## config.mk

```make
export PLATFORM = sky130hd
export DESIGN_NAME = dsp_pipe_chain
export DESIGN_NICKNAME = d
export VERILOG_FILES = /design/src/rtl/dsp_pkg.sv /design/src/rtl/dsp_pipe_stage.sv /design/src/rtl/dsp_pipe_chain.sv
export SDC_FILE = /design/constraint.sdc
export NUM_CORES = 1
export LEC_CHECK = 0
export CORE_UTILIZATION = 49
export CTS_CLUSTER_SIZE = 20
export DETAILED_ROUTE_END_ITERATION = 8
export GPL_ROUTABILITY_DRIVEN = 0
export PLACE_DENSITY = 0.81
export SLEW_MARGIN = 20
export SYNTH_ARGS = -nofsm -noshare
export SYNTH_HDL_FRONTEND = slang
export SYNTH_SLANG_ARGS = --single-unit
```

## constraint.sdc

```tcl
create_clock -name clk -period 1.7 [get_ports clk]
set_input_delay 0.425 -clock clk [delete_from_list [all_inputs] [get_ports clk]]
set_output_delay 0.425 -clock clk [all_outputs]
set_load 0.02 [all_outputs]
```

## src/rtl/dsp_pkg.sv

```systemverilog
// Shared constants and helpers for the DSP slice operand/result pipeline blocks.
package dsp_pkg;

    localparam int DSP_WIDTH     = 18;
    localparam int DSP_MAX_DEPTH = 16;

    // Bits needed to encode every tap position 0..depth.
    function automatic int sel_width(input int depth);
        return $clog2(depth + 1);
    endfunction

endpackage

```

## src/rtl/dsp_pipe_stage.sv

```systemverilog
// One pipeline stage: a data register plus its valid bit, cleared by reset or flush.
import dsp_pkg::*;

module dsp_pipe_stage #(
    parameter int WIDTH = DSP_WIDTH
) (
    input  logic             clk,
    input  logic             i_rst,
    input  logic             i_flush,
    input  logic             i_cen,
    input  logic [WIDTH-1:0] i_data,
    input  logic             i_valid,
    output logic [WIDTH-1:0] o_data,
    output logic             o_valid
);

    logic [WIDTH-1:0] r_data;
    logic             r_valid;

    // Reset and flush clear identically and both override the enable.
    always_ff @(posedge clk) begin
        if (i_rst || i_flush) begin
            r_data  <= '0;
            r_valid <= 1'b0;
        end else if (i_cen) begin
            r_data  <= i_data;
            r_valid <= i_valid;
        end
    end

    assign o_data  = r_data;
    assign o_valid = r_valid;

endmodule

```

## src/rtl/dsp_pipe_chain.sv

```systemverilog
// Chain of DEPTH pipeline stages with a runtime tap, giving 0..DEPTH cycles of latency
// on one DSP operand/result path.
import dsp_pkg::*;

module dsp_pipe_chain #(
    parameter  int WIDTH = DSP_WIDTH,
    parameter  int DEPTH = 4,
    localparam int SEL_W = sel_width(DEPTH),
    localparam int CNT_W = sel_width(DEPTH)
) (
    input  logic             clk,
    input  logic             rst,
    input  logic             cen,
    input  logic             flush,
    input  logic             in_valid,
    input  logic [WIDTH-1:0] d,
    input  logic [SEL_W-1:0] sel,
    output logic [WIDTH-1:0] q,
    output logic             q_valid,
    output logic [CNT_W-1:0] occ,
    output logic             sel_err
);

    localparam logic [SEL_W-1:0] MAX_TAP = SEL_W'(DEPTH);

    // Index 0 is the chain input itself, so tap 0 is a pure bypass.
    logic [WIDTH-1:0] w_data  [0:DEPTH];
    logic             w_valid [0:DEPTH];
    logic [SEL_W-1:0] w_tap;
    logic             w_sel_err;
    logic [CNT_W-1:0] w_occ;

    assign w_data[0]  = d;
    assign w_valid[0] = in_valid;

    for (genvar k = 1; k <= DEPTH; k++) begin : g_stage
        dsp_pipe_stage #(
            .WIDTH (WIDTH)
        ) u_stage (
            .clk     (clk),
            .i_rst   (rst),
            .i_flush (flush),
            .i_cen   (cen),
            .i_data  (w_data[k-1]),
            .i_valid (w_valid[k-1]),
            .o_data  (w_data[k]),
            .o_valid (w_valid[k])
        );
    end

    // Out-of-range selects clamp to the last stage rather than wrapping.
    always_comb begin
        w_sel_err = (sel > MAX_TAP);
        w_tap     = w_sel_err ? MAX_TAP : sel;
    end

    always_comb begin
        w_occ = '0;
        for (int k = 1; k <= DEPTH; k++) begin
            w_occ = w_occ + CNT_W'(w_valid[k]);
        end
    end

    assign q       = w_data[w_tap];
    assign q_valid = w_valid[w_tap];
    assign occ     = w_occ;
    assign sel_err = w_sel_err;

endmodule

```

# Word-level counts from Yosys, hierarchy flattened
# Cells that the tools add are included.
# totals
in_bits	26
regBits	76
# classes
reduce_logical	1
add_sub_neg	3
muxes	7
bitwise	1
n_lt_le_gt_ge	2
# ops
cell	n
binary-select mux 18 bit (select 3 bit)	1
2-to-1 mux 18 bit	2
>= comparator 4 bit, second input constant	1
NOT 3 -> 4 bit	1
adder 2 x 1 -> 3 bit	1
adder 3 x 1 -> 3 bit	1
binary-select mux 1 bit (select 3 bit)	1
> comparator 3 bit, second input constant	1
2-to-1 mux 3 bit	1
adder 1 x 1 -> 2 bit	1
2-to-1 mux 1 bit	2
logical OR 1 bit	1

# Depth between registers and ports, before layout
# logic_depth
depth_word	6
depth_mapped	5

# Cells and area by module
# From an unflattened synthesis, not the netlist that was laid out.
# unflattened
cells_unflattened	346
area_unflattened_um2	3578.4
# modules_own_cells
module	area_per_inst_um2	cells_per_inst	seq_area_each_um2	instances
dsp_pipe_stage	696.9	62	380.4	4
dsp_pipe_chain	790.8	98	0.0	1

# Worst setup path after synthesis
# Ideal clock, no wire load.
# synth_timing
kind	input -> output
from	in sel[2]
to	out q[11]
arrival_ns	1.602
required_time_ns	1.275
setup_slack_ns	-0.327
n_path_buf	2
stages	5
cell_sequence	nand2b_4 buf_12 buf_12 mux2i_1 a222oi_1
# synth_via
elab_chain_cells	6
# synth_rtl
element	line_no	source
start, declared	dsp_pipe_chain.sv:17	input logic [SEL_W-1:0] sel,
> comparator 3 bit	dsp_pipe_chain.sv:53	w_sel_err = (sel > MAX_TAP);
2-to-1 mux 3 bit *	dsp_pipe_chain.sv:54	w_tap = w_sel_err ? MAX_TAP : sel;
NOT 3 -> 4 bit (implied by the code) *	dsp_pipe_chain.sv:64	assign q = w_data[w_tap];
binary-select mux 18 bit (select 3 bit) *	dsp_pipe_chain.sv:64	
2-to-1 mux 18 bit (implied by the code) * (2 in series)	dsp_pipe_chain.sv:64	
end, declared	dsp_pipe_chain.sv:18	output logic [WIDTH-1:0] q,
# Every way passes the cells marked *; elsewhere a longest branch is shown, timed or not. The select of a mux whose other input is x is not followed.

# Worst setup path in the final report
# layout_timing
from	reg g_stage[2].u_stage.r_valid
to	out occ[1]
# layout_via
elab_chain_cells	3
# layout_rtl
element	line_no	source
start, declared	dsp_pipe_stage.sv:18	logic r_valid;
start signal, assigned	dsp_pipe_stage.sv:27	r_valid <= i_valid;
adder 1 x 1 -> 2 bit	dsp_pipe_chain.sv:60	w_occ = w_occ + CNT_W'(w_valid[k]);
adder 2 x 1 -> 3 bit	dsp_pipe_chain.sv:60	
adder 3 x 1 -> 3 bit	dsp_pipe_chain.sv:60	
end, declared	dsp_pipe_chain.sv:20	output logic [CNT_W-1:0] occ,
# Every way passes these cells.

==> impl_metrics.json <==
{
  "multi_input_area_um2": 1740,
  "setup_viol": 22,
  "antenna_found_initial": 0,
  "endpoint_kind": "primary output",
  "grt_pass1_vias": 2930,
  "wl_per_cell_um": 15.4,
  "seqCellArea_um2": 1530,
  "synth_cell_types": 17,
  "drt-pass1-iter-count": 6,
  "diodes": 0,
  "drive_gt1_share_pct": 27.9,
  "slew_violations": 0,
  "clk_latency_ps": 340,
  "placed_area_um2": 4530,
  "drt_iter0_drc": 246,
  "syn_inst": 343,
  "tightest_slew_ps": 375,
  "final_antenna_net_count": 0,
  "grt_overflow_total": 0,
  "grt_pass1_wl_mm": 14.2,
  "start_util_pct": 50.9,
  "final_nets": 481,
  "final.fill_count": 523,
  "placeableCoreArea_um2": 6830,
  "synth_top_area_share_pct": 43.8,
  "slew_headroom_pct": 75.0,
  "cts-buffers-inserted": 9,
  "place.detailed.hpwl_mm": 5.16,
  "synth-seq-cells": 76,
  "crit_required_ps": 1270,
  "finalInstanceArea_um2": 4760,
  "hp-class": "in -> reg",
  "fp.dieW_um": 86.2,
  "p_leak_nw": 2.25,
  "rsz0062_at_grt": "true",
  "violations": "setup timing",
  "io_buffers": 48,
  "route.vias.total": 2912,
  "min_period_ps": 2240,
  "area_growth_pct": 37.0,
  "syn_nets": 372,
  "synth.largest_area_cell": "dfxtp_1",
  "crit_type": "reg -> out",
  "rows": 30,
  "clockRootBuffer": "clkbuf_8",
  "avgSynthCellArea_um2": 10.1,
  "max_freq_mhz": 446,
  "ys_top_cells_by_area": "dfxtp_1 44%, mux2i_1 33%, nor2_1 8.3%, a222oi_1 5.5%, inv_1 2.5%",
  "cp_data_arrival_time_ps": 1820,
  "io_pins": 49,
  "fin_ws_ps": -542,
  "htree_levels": 3,
  "ir_worst_vdd_mv": 0.446,
  "clock_skew_ps": 6.07,
  "ys_seq_area_share_pct": 43.8,
  "clk_path_buf_depth": 2,
  "drv_cap": 0,
  "cts.clk_slew.worst_paths_ps": 70,
  "fin_crit_sh_pct": 132,
  "path_cells": "inv_2 -> fa_1 -> inv_2 -> ha_4 -> ha_4 -> buf_6",
  "dieArea_um2": 7440,
  "syn_area_um2": 3480,
  "grt_max_degree": 77,
  "slowest_stage": "fa_1",
  "outcome": "finished with violations",
  "start_kind": "register",
  "p_per_area_nw_per_um2": 769,
  "utilization_pct": 69.7,
  "clock-sinks": 76,
  "avgViaCountPerCell": 5.28,
  "finalHoldViolCount": 0,
  "gr-usage-all-layers_pct": 24.6,
  "cts_tree": "yes",
  "yosysWarnings": 0,
  "cts_hold_buf": 0,
  "drc": 0,
  "pre_cts_slack_ps": -1200,
  "wl_mm": 8.48,
  "worst-path-max-fanout": 2,
  "die_y_um": 86.2,
  "critPathMaxStageDelay_ps": 540
}
==> kinds of logic (layout without fill, tap and decap cells) <==
logic type | count (synthesis) | count (layout) | share of synthesized area [%]
and+or+nand+nor | 80 | 80 | 9.07
DFF | 76 | 76 | 43.8
muxes | 114 | 114 | 32.8
adders and majority gates | 3 | 3 | 1.30
buffers and inverters | 50 | 163 | 7.38
AOI/OAI and AO/OA | 20 | 20 | 5.69
==> placed cells by master (no fill, tap or decap) <==
master	count
a222oi_1	19
dlymetal6s2s_1	3
clkbuf_8	10
dfxtp_2	3
nor2b_4	1
nor2_1	76
clkdlybuf4s15_1	1
or2_2	1
clkbuf_1	3
o21a_1	1
nor2_4	1
bufinv_16	1
buf_12	7
buf_6	12
clkdlybuf4s50_1	14
ha_4	2
buf_16	1
dlygate4sd2_1	4
buf_4	61
clkdlybuf4s15_2	1
dfxtp_1	73
buf_8	1
clkinv_2	1
nand2b_4	1
inv_2	3
buf_2	20
mux2i_1	114
inv_1	20
fa_1	1
==> metrics by stage <==
step,power [mW],hold slack (ps),TNS (ps),instances
2_1_floorplan,2.16,460,-4570,343
3_3_place_gp,2.38,475,-23430,529
3_5_place_dp,2.39,489,-23860,529
4_1_cts,3.69,498,-6860,551
5_1_grt,3.81,406,-7940,552
6_report,3.67,384,-6740,552
==> sequential cells by signal, summed over array words and instances (netlist names) <==
register and count:
g_stage.u_stage.o_data 72, g_stage.u_stage.o_valid 4
==> worst paths after layout <==
check | from | to | slack (ps) | cells past startpoint
worst min-delay path | d[17] | g_stage[1].u_stage.o_data[17]$_SDFFE_PP0P_ | 380 | 3
worst max-delay path | g_stage[2].u_stage.o_valid$_SDFFE_PP0P_ | occ[1] | -540 | 6
worst min register to register | g_stage[4].u_stage.o_data[0]$_SDFFE_PP0P_ | g_stage[4].u_stage.o_data[0]$_SDFFE_PP0P_ | 500 | 2
worst max register to register | g_stage[1].u_stage.o_valid$_SDFFE_PP0P_ | g_stage[2].u_stage.o_valid$_SDFFE_PP0P_ | 790 | 4
==> final cells by class <==
| cell class | count | area share (%) |
|---|---|---|
| multi-input combinational | 217 | 36.5 |
| sequential | 76 | 32.0 |
| timing repair buffer | 125 | 23.3 |
| clock buffer | 13 | 3.13 |
| tap | 96 | 2.52 |
| inverter | 23 | 1.81 |
| clock inverter | 2 | 0.735 |
==> per-layer routing <==
| metal | GRT usage [%] | routed length (µm) | up-vias |
|---|---|---|---|
| met5 | 0 | 0 | - |
| met4 | 12.7 | 257 | 0 |
| met3 | 4.29 | 365 | 22 |
| met2 | 41.3 | 4110 | 89 |
| met1 | 30.4 | 3750 | 1395 |
| li1 | - | - | 1406 |
==> power breakdown <==
group          internal [mW]  total [mW]  switching (mW)
clock                  0.710        1.31           0.598
sequential              1.80        1.81          0.0105
combinational          0.273       0.548           0.275
total                   2.78        3.67           0.883
==> critical path, delay by kind of cell, from the launching register on <==
family / cells / cell delay (ps)
adder cells (fa/ha/maj): 3 / 940
flip-flops: 1 / 340
buffers and inverters: 3 / 190
==> synthesized netlist by cell type <==
cell           number
o21a_1              1
nand2b_4            1
mux2i_1           114
buf_1               5
dlygate4sd1_1       2
inv_1              23
buf_2               9
ha_1                2
fa_1                1
or2_1               1
nor2_1             77
clkbuf_1            5
dfxtp_1            76
nor2b_1             1
buf_12              2
a222oi_1           19
buf_4               4
==> what timing repair did <==
action,in CTS,in global routing
endpoints found under the setup margin,23,23
gates resized for setup,144,8
pin swaps,11,14
setup buffers,5,2
gates cloned,2,0
Note: power is estimated with default switching activity, not from simulation.
==> patch (config.mk and constraints unchanged) <==
`DEPTH`: 4 -> 8.
--- a/src/rtl/dsp_pipe_chain.sv
+++ b/src/rtl/dsp_pipe_chain.sv
@@ -5,5 +5,5 @@
 module dsp_pipe_chain #(
     parameter  int WIDTH = DSP_WIDTH,
-    parameter  int DEPTH = 4,
+    parameter  int DEPTH = 8,
     localparam int SEL_W = sel_width(DEPTH),
     localparam int CNT_W = sel_width(DEPTH)
Interface: changed (resized occ and sel); port bits go from 49 to 51. The function was not compared with the original's and may differ.
==> patch against the unedited design <==
- the run still ends with negative setup slack left
- worst setup slack worse by 1.5 ns
- count of clock-buffer cells in the layout up 5
- final area up 120%
- utilization up 4.1 points
- synthesized cell count up 100%
- die area up 98%
- sequential cell count up 76
- synthesized area up 100%
- clock skew up 0.0061 ns
- power up 130%
- wire length rose to 3.2 times the old value
- largest cell class unchanged
==> patch: results <==
set metrics [dict create \
    met1_usage 0.357 \
    setup_viol 24 \
    leakage_nw 4.46 \
    cts_buffers 17 \
    crit_end "occ[2]" \
    wl_mm 27.5 \
    syn_area_per_cell_um2 9.95 \
    holdWs_ns 0.488 \
    clkCellAreaFrac 0.0589 \
    first_global_vias 7025 \
    status "finished, violations left" \
    fillers 724 \
    violations "negative setup slack" \
    min_to "g_stage[2].u_stage.o_data[2]" \
    area_growth_pct 46.9 \
    slew-limit-headroom 0.652 \
    r2r_start "g_stage[7].u_stage.o_data[7]" \
    multi_input_area_share 0.398 \
    ys_seq_area_frac 0.436 \
    clkLatencyLatePin_ns 0.43 \
    fin_ws_ns -2.01 \
    met2_length_mm 12.8 \
    placed_area_um2 8830 \
    nets 931 \
    via_per_inst 6.32 \
    clkbuf_count 18 \
    seq_area_um2 3050 \
    syn_nets 735 \
    final.setup.tns_ns -17.01 \
    synthTopCellsByCount "153 x nor2_1, 152 x dfxtp_1, 152 x mux2i_1" \
    rows 43 \
    grt_util_all_layers 0.327 \
    skew_ns 0.0121 \
    drive_gt1_frac 0.389 \
    grt_pass1_wl_mm 36.5 \
    layout.nonclk_buf_frac 0.218 \
    n_all_inverters 15 \
    use_met3 0.0822 \
    worstReg2RegEnd "g_stage[8].u_stage.o_data[7]" \
    dp_hpwl_mm 12.1 \
    fin_cells 1090 \
    rrSetupSlack_ns 0.66 \
    reg2reg_depth 3 \
    postCtsResizedCells 210 \
]
## patch: cell count changes in the layout (fill, tap and decap cells not counted), moves of 19 or more
cell	unedited run	this run
buf_4	61	162
nor2_1	76	152
dfxtp_1	73	146
mux2i_1	114	152
mux2_4	0	22
buf_2	20	0
clkbuf_16	0	19
## patch: critical path, cell delays in order, from the launching register on
cell,delay [ns]
dfxtp_2,0.34
inv_1,0.08
fa_1,0.49
fa_1,0.53
fa_2,0.45
inv_2,0.08
ha_4,0.14
inv_2,0.05
fa_2,0.39
xnor2_4,0.18
buf_6,0.14
## patch: report_power, final
part	internal (W)	switching, W	total, W
Clock	0.00232	0.00164	0.00396
Sequential	0.00358	0.0000188	0.00360
Combinational	0.000460	0.000528	0.000988
Total	0.00636	0.00219	0.00855
## patch: cells by family after synthesis
group	synth area share
compound gates	0.0859
fa+ha+maj	0.0169
mux	0.283
flops	0.436
xor+xnor	0.00126
buf+inv	0.0524
simple gates	0.125
